`src/rtl/thor2024_rfwa_pkg.sv`:
```
// thor2024_rfwa_pkg
//   Shared types and constants for the register-file write-port scheduler.
//   - rfwa_state_e : scheduler state (INIT sweep / RUN arbitration)
//   - RFWA_R0_MASK : address field that selects r0 (wa[4:0])
//   - RFWA_NREQ_DEF: default number of writeback requesters
//   - RFWA_BE_ALL  : all-bytes write enable
package thor2024_rfwa_pkg;

   typedef enum logic {
      RFWA_INIT = 1'b0,
      RFWA_RUN  = 1'b1
   } rfwa_state_e;

   localparam logic [4:0] RFWA_R0_MASK  = 5'h1F;
   localparam int         RFWA_NREQ_DEF = 4;
   localparam logic [7:0] RFWA_BE_ALL   = 8'hFF;

endpackage

```
`src/rtl/thor2024_rr_pick2.sv`:
```
// thor2024_rr_pick2
//   Combinational round-robin picker: finds the first two valid requesters
//   scanning rr_ptr, rr_ptr+1, ... mod NREQ.
//   Ports:
//     valid   in  NREQ  request vector
//     rr_ptr  in  PW    scan start index
//     a_oh    out NREQ  one-hot first valid requester
//     b_oh    out NREQ  one-hot second valid requester
//     a_found out 1     a_oh is non-zero
//     b_found out 1     b_oh is non-zero
module thor2024_rr_pick2 #(
   parameter int NREQ = 4,
   parameter int PW   = 2
) (
   input  logic [NREQ-1:0] valid,
   input  logic [PW-1:0]   rr_ptr,
   output logic [NREQ-1:0] a_oh,
   output logic [NREQ-1:0] b_oh,
   output logic            a_found,
   output logic            b_found
);

   always_comb begin
      logic [PW-1:0] idx;
      idx     = '0;
      a_oh    = '0;
      b_oh    = '0;
      a_found = 1'b0;
      b_found = 1'b0;
      // NREQ is a power of two, so the PW-bit add wraps the scan for free
      for (int i = 0; i < NREQ; i++) begin
         idx = rr_ptr + PW'(i);
         if (valid[idx]) begin
            if (!a_found) begin
               a_oh[idx] = 1'b1;
               a_found   = 1'b1;
            end else if (!b_found) begin
               b_oh[idx] = 1'b1;
               b_found   = 1'b1;
            end
         end
      end
   end

endmodule

```
`src/rtl/thor2024_rf_write_arb.sv`:
```
// thor2024_rf_write_arb
//   Funnels NREQ writeback requesters onto the two register-file write ports.
//   Round-robin, up to two grants per cycle; the second grant is suppressed
//   when it targets the same address as the first. Port outputs are
//   registered: a transfer at posedge N shows on wr/we/wa/i during cycle N+1.
//   Optional macro THOR_RFWA_INIT_EN: after reset, sweep the whole file with
//   zeros (two addresses per cycle) before entering RUN.
//   Ports:
//     clk, rst_n         clock, async active-low reset
//     en                 scheduler enable (low = no grants)
//     req_valid/ready    per-requester handshake (ready is combinational)
//     req_we/wa/data     packed per-requester byte enables, address, data
//     wr0/we0/wa0/i0     write port 0 (strobe, byte enables, address, data)
//     wr1/we1/wa1/i1     write port 1
//     init_done          scheduler is in RUN
module thor2024_rf_write_arb
   import thor2024_rfwa_pkg::*;
#(
   parameter int NREQ = RFWA_NREQ_DEF,
   parameter int WID  = 52,
   parameter int RBIT = 11
) (
   input  logic                     clk,
   input  logic                     rst_n,
   input  logic                     en,
   input  logic [NREQ-1:0]          req_valid,
   output logic [NREQ-1:0]          req_ready,
   input  logic [NREQ*8-1:0]        req_we,
   input  logic [NREQ*(RBIT+1)-1:0] req_wa,
   input  logic [NREQ*WID-1:0]      req_data,
   output logic                     wr0,
   output logic                     wr1,
   output logic [7:0]               we0,
   output logic [7:0]               we1,
   output logic [RBIT:0]            wa0,
   output logic [RBIT:0]            wa1,
   output logic [WID-1:0]           i0,
   output logic [WID-1:0]           i1,
   output logic                     init_done
);

   localparam int AW = RBIT + 1;
   localparam int PW = (NREQ > 1) ? $clog2(NREQ) : 1;
`ifdef THOR_RFWA_INIT_EN
   localparam rfwa_state_e ST_RST = RFWA_INIT;
`else
   localparam rfwa_state_e ST_RST = RFWA_RUN;
`endif

   rfwa_state_e state_q, state_d;
   logic [PW-1:0] rr_q, rr_d;

   logic            wr0_q, wr0_d, wr1_q, wr1_d;
   logic [7:0]      we0_q, we0_d, we1_q, we1_d;
   logic [AW-1:0]   wa0_q, wa0_d, wa1_q, wa1_d;
   logic [WID-1:0]  i0_q, i0_d, i1_q, i1_d;

   logic [NREQ-1:0] a_oh, b_oh;
   logic            a_found, b_found, b_ok;
   logic [PW-1:0]   a_idx, b_idx;
   logic [AW-1:0]   wa_a, wa_b;
   logic [7:0]      we_a, we_b;
   logic [WID-1:0]  dat_a, dat_b;

   thor2024_rr_pick2 #(.NREQ(NREQ), .PW(PW)) u_pick (
      .valid   (req_valid),
      .rr_ptr  (rr_q),
      .a_oh    (a_oh),
      .b_oh    (b_oh),
      .a_found (a_found),
      .b_found (b_found)
   );

   // one-hot to index (vectors are one-hot, so OR-ing indices is exact)
   always_comb begin
      a_idx = '0;
      b_idx = '0;
      for (int k = 0; k < NREQ; k++) begin
         if (a_oh[k]) a_idx = a_idx | PW'(k);
         if (b_oh[k]) b_idx = b_idx | PW'(k);
      end
   end

   assign wa_a  = req_wa[a_idx*AW +: AW];
   assign wa_b  = req_wa[b_idx*AW +: AW];
   assign we_a  = req_we[a_idx*8 +: 8];
   assign we_b  = req_we[b_idx*8 +: 8];
   assign dat_a = req_data[a_idx*WID +: WID];
   assign dat_b = req_data[b_idx*WID +: WID];

   // never issue two writes to the same register in one cycle
   assign b_ok = b_found && (wa_b != wa_a);

`ifdef THOR_RFWA_INIT_EN
   // pair counter; top bit set means the last pair has been issued
   logic [RBIT:0] cnt_q, cnt_d;
`endif

   always_comb begin
      state_d   = state_q;
      rr_d      = rr_q;
      req_ready = '0;
      wr0_d = 1'b0; we0_d = '0; wa0_d = '0; i0_d = '0;
      wr1_d = 1'b0; we1_d = '0; wa1_d = '0; i1_d = '0;
`ifdef THOR_RFWA_INIT_EN
      cnt_d = cnt_q;
      if (state_q == RFWA_INIT) begin
         if (cnt_q[RBIT]) begin
            state_d = RFWA_RUN;
            cnt_d   = '0;
         end else begin
            wr0_d = 1'b1; we0_d = RFWA_BE_ALL; wa0_d = {cnt_q[RBIT-1:0], 1'b0};
            wr1_d = 1'b1; we1_d = RFWA_BE_ALL; wa1_d = {cnt_q[RBIT-1:0], 1'b1};
            cnt_d = cnt_q + 1'b1;
         end
      end else
`endif
      if (en) begin
         if (a_found) begin
            req_ready = a_oh;
            rr_d      = a_idx + 1'b1;
            // writes to r0 consume the grant but leave the port idle
            if ((wa_a[4:0] & RFWA_R0_MASK) != '0) begin
               wr0_d = 1'b1; we0_d = we_a; wa0_d = wa_a; i0_d = dat_a;
            end
         end
         if (b_ok) begin
            req_ready = req_ready | b_oh;
            rr_d      = b_idx + 1'b1;
            if ((wa_b[4:0] & RFWA_R0_MASK) != '0) begin
               wr1_d = 1'b1; we1_d = we_b; wa1_d = wa_b; i1_d = dat_b;
            end
         end
      end
   end

   always_ff @(posedge clk or negedge rst_n) begin
      if (!rst_n) begin
         state_q <= ST_RST;
         rr_q    <= '0;
         wr0_q <= 1'b0; we0_q <= '0; wa0_q <= '0; i0_q <= '0;
         wr1_q <= 1'b0; we1_q <= '0; wa1_q <= '0; i1_q <= '0;
      end else begin
         state_q <= state_d;
         rr_q    <= rr_d;
         wr0_q <= wr0_d; we0_q <= we0_d; wa0_q <= wa0_d; i0_q <= i0_d;
         wr1_q <= wr1_d; we1_q <= we1_d; wa1_q <= wa1_d; i1_q <= i1_d;
      end
   end

`ifdef THOR_RFWA_INIT_EN
   always_ff @(posedge clk or negedge rst_n) begin
      if (!rst_n) cnt_q <= '0;
      else        cnt_q <= cnt_d;
   end
`endif

   assign wr0 = wr0_q; assign we0 = we0_q; assign wa0 = wa0_q; assign i0 = i0_q;
   assign wr1 = wr1_q; assign we1 = we1_q; assign wa1 = wa1_q; assign i1 = i1_q;
   assign init_done = (state_q == RFWA_RUN);

endmodule

```
`config.mk`:
```
export PLATFORM = sky130hd
export DESIGN_NAME = thor2024_rf_write_arb
export DESIGN_NICKNAME = d
export VERILOG_FILES = /design/src/rtl/thor2024_rfwa_pkg.sv /design/src/rtl/thor2024_rr_pick2.sv /design/src/rtl/thor2024_rf_write_arb.sv
export SDC_FILE = /design/constraint.sdc
export NUM_CORES = 1
export LEC_CHECK = 0
export CAP_MARGIN = 15
export CORE_AREA = 2 2 171 173
export DETAILED_ROUTE_END_ITERATION = 8
export DIE_AREA = 0 0 173 175
export GPL_ROUTABILITY_DRIVEN = 0
export PLACE_DENSITY_LB_ADDON = 0.05
export SLEW_MARGIN = 20
export SYNTH_ARGS = -nofsm -noshare
export SYNTH_HDL_FRONTEND = slang
export SYNTH_SLANG_ARGS = --single-unit
```
`constraint.sdc`:
```
create_clock -name clk -period 9 [get_ports clk]
set_input_delay 1.8 -clock clk [delete_from_list [all_inputs] [get_ports clk]]
set_output_delay 1.8 -clock clk [all_outputs]
set_load 0.01 [all_outputs]
```
==> results.md <==
- Clock power share: 10.7%
- Clock root buffer master: clkbuf_16
- Sequential share of power: 14.8%
- Antenna Nets Post-Route: 0
- Worst hold slack: ~0.89 ns
- Post-CTS Setup Bufs: 0
- Crit. End Element: output port
- Grt ovf: 0
- Setup CP Type: in2out
- Syn Std Cell Area: 9650 um2
- Max Cap Viol: 0
- CP Max Fanout: 39
- FP Rows: 62
- TritonCTS buffer count: 17
- DR pass1 iterations: 5
- Detailed-placement wirelength estimate: 30.9 mm
- Max Clock Skew: between 0.02 and 0.025 ns
- Comb power frac: 74.6%
- Crit path DAT: 6.78 ns
- Final Max Tran Viols: 0
- Fmax: 116 MHz
- Via-to-Cell Ratio: 5.72
- Least-Margin Pin Slew: 1.02 ns
- Vias in the first global route: 10,600
- Initial drt markers: between 900 and 1,000
- Tmin final: 8.58 ns
- Layout area overhead: 54.8%
- Largest net degree at the start of global routing: 102
- Post-Route Setup TNS: 0 ns
- Die Height: between 150 and 200 um
- Clk sinks: 148
- Post-Synthesis Cells: 1,169
- PwrDens: 438 nW/um2
- Commonest non-fill, non-tap cell in the layout: clkdlybuf4s50_1
- Synth warn: 0
- Most used DFF post-synth: dfrtp_1
- Sw Ratio: 52.5%
- Final wirelength: 44.5 mm
- EDFF count, synth: 0
- Setup-failing EPs final: 0
- Port-buffer cells: roughly 440
- RSZ-0062 raised after global routing: false
- First-pass GRT wire length: 66.2 mm
- IO Count: 446
- CP Launch Type: input pin
- H-tree Lvls: 4
- Vias: 11,100
- Nets@finish: 1,841
- Cts hold-fix bufs: 0
- Unique masters post-synth: approximately 70
- Mean Syn Cell Area: between 8 and 9 um2
- Layout cell share with drive strength beyond 1: ~5.8%
- Clock transition at the registers of the reported paths: 0.06 ns
- Relative slew slack: between 30% and 40%
- P_int: 3100 uW
- DRC violations left: 0
- Die width: 173 um
- Hold Path Class: reg2reg
- Register area share after synthesis: 38.4%
- Die Outline Area: 30,300 um2
- Total global-route track usage: 28.3%
- FF-to-FF Start: rr_q[0]
- Total power after layout: 6530 uW
- Status: completed
- Flops & latches, synth: 148
- Most frequent cells in the layout: clkdlybuf4s50_1, nand2_1, dfrtp_1
- Post-synthesis net count: 1,469
- CP required: between 7 and 8 ns
- Placed Area: between 10,000 and 15,000 um2
- CTS resizes: 0
- Clk buf depth: 2
- VDD IR max: 0.000438 V
- Hold Crit Start: rr_q[1]
- FFs w/ async S/R, synth: 100%
- Core Region: 28,400 um2
- Cell area after layout: 14,900 um2
- Initial antenna violation count: 8
- CTS tree: built
- Starting Density: around a third
- Layout Utilization: 52.6%
- Net Switching: about 3400 uW
- Fin crit share: between 90% and 100%
- Clk_lat worst skew: 0.44 ns
- Pleak: 0.00618 uW
- Hold Violations, Final: 0
- Wire per inst: roughly 23 um
- Setup crit start: req_valid[0]
## final timing paths
path                                 to  slack (ns)  cells past startpoint
hold reg to reg                 rr_q[1]        0.89                      3
setup / recovery           req_ready[2]        0.42                     14
max in group asynchronous         i1[8]        6.07                      2
hold / removal                  rr_q[1]        0.89                      3
min in group asynchronous        i0[11]        1.42                      1
setup reg to reg                 wa1[5]        2.36                     14
## critical path: stages
cell             delay (ns)
clkdlybuf4s50_1        0.71
mux4_2                 0.69
nor2_1                 0.52
a32oi_1                0.31
o31ai_4                0.27
buf_4                  0.59
nand3_1                0.14
o211ai_1               0.15
xor2_1                 0.28
nor4_2                 0.07
nand3_2                0.16
nand2b_1               0.24
o22ai_1                0.26
clkdlybuf4s50_1        0.58
## through the flow
stage	setup WS [ns]	cells
finish	0.416	1945
global route	0.0152	1945
CTS	0.486	1938
detailed placement	0.494	1906
global placement	0.589	1906
floorplan	2.13	1169
## power by group through the flow
stage	registers (uW)	clock network, uW	logic, uW
2_1_floorplan	1050	0	3120
3_3_place_gp	978	0	4800
3_5_place_dp	979	0	4830
4_1_cts	967	711	4840
5_1_grt	985	740	5260
6_report	966	697	4870
## flip-flops by register name, summed over array words and instances (netlist names)
register and flops:
i0 52, i1 52, rr_q 2, wa0 12, wa1 12, we0 8, we1 8, wr0 1
wr1 1
## layer usage
metal  vias to the layer above  wire length, um  global-route usage (%)
li1                       5068                -                       -
met1                      5410            17600                    33.6
met2                       556            21800                    48.9
met3                        86             3390                    7.07
met4                         4             1760                    12.0
met5                         -               23                       0
## final cells by class
type	instances	area, um2
diodes	7	17.5
clock buffers	19	443
clock inverters	13	114
fillers	2688	13500
inverters	19	71.3
multi-input cells	881	5420
flip-flops and latches	148	3700
well taps	384	480
repair buffers	474	4680
## kinds of logic (layout without fill, tap and decap cells)
family	after synthesis	after routing	share of synthesized area (%)
buffers and inverters	140	525	6.02
DFF	148	148	38.4
muxes	35	35	4.20
AOI/OAI and AO/OA	401	401	30.6
other	1	8	0.0389
and+or+nand+nor	426	426	18.9
adders and majority gates	5	5	0.649
xor gates and xnor gates	13	13	1.18
## synthesized netlist by cell type (5+ instances only)
cell type | number | area share (%)
mux2i_1 | 21 | 2.2
nor3_1 | 5 | 0.26
a221o_1 | 7 | 0.73
ha_1 | 5 | 0.65
nor2b_1 | 22 | 1.4
buf_6 | 5 | 0.58
a22o_1 | 61 | 5.5
dfrtp_1 | 148 | 38
o21ai_0 | 14 | 0.73
mux2_2 | 10 | 1.2
nand3_1 | 17 | 0.88
clkbuf_1 | 99 | 3.9
o22ai_1 | 8 | 0.52
xor2_1 | 11 | 1.0
nand2b_1 | 8 | 0.52
and3_1 | 8 | 0.52
a221oi_1 | 61 | 5.5
a311oi_1 | 60 | 5.4
o211ai_1 | 13 | 1.0
a21oi_1 | 133 | 6.9
a21o_1 | 5 | 0.39
nor2_1 | 84 | 3.3
buf_2 | 10 | 0.52
o221ai_1 | 13 | 1.2
inv_1 | 19 | 0.74
nand2_1 | 258 | 10
buf_1 | 5 | 0.19
No activity file was read; power rests on OpenSTA's default activity.
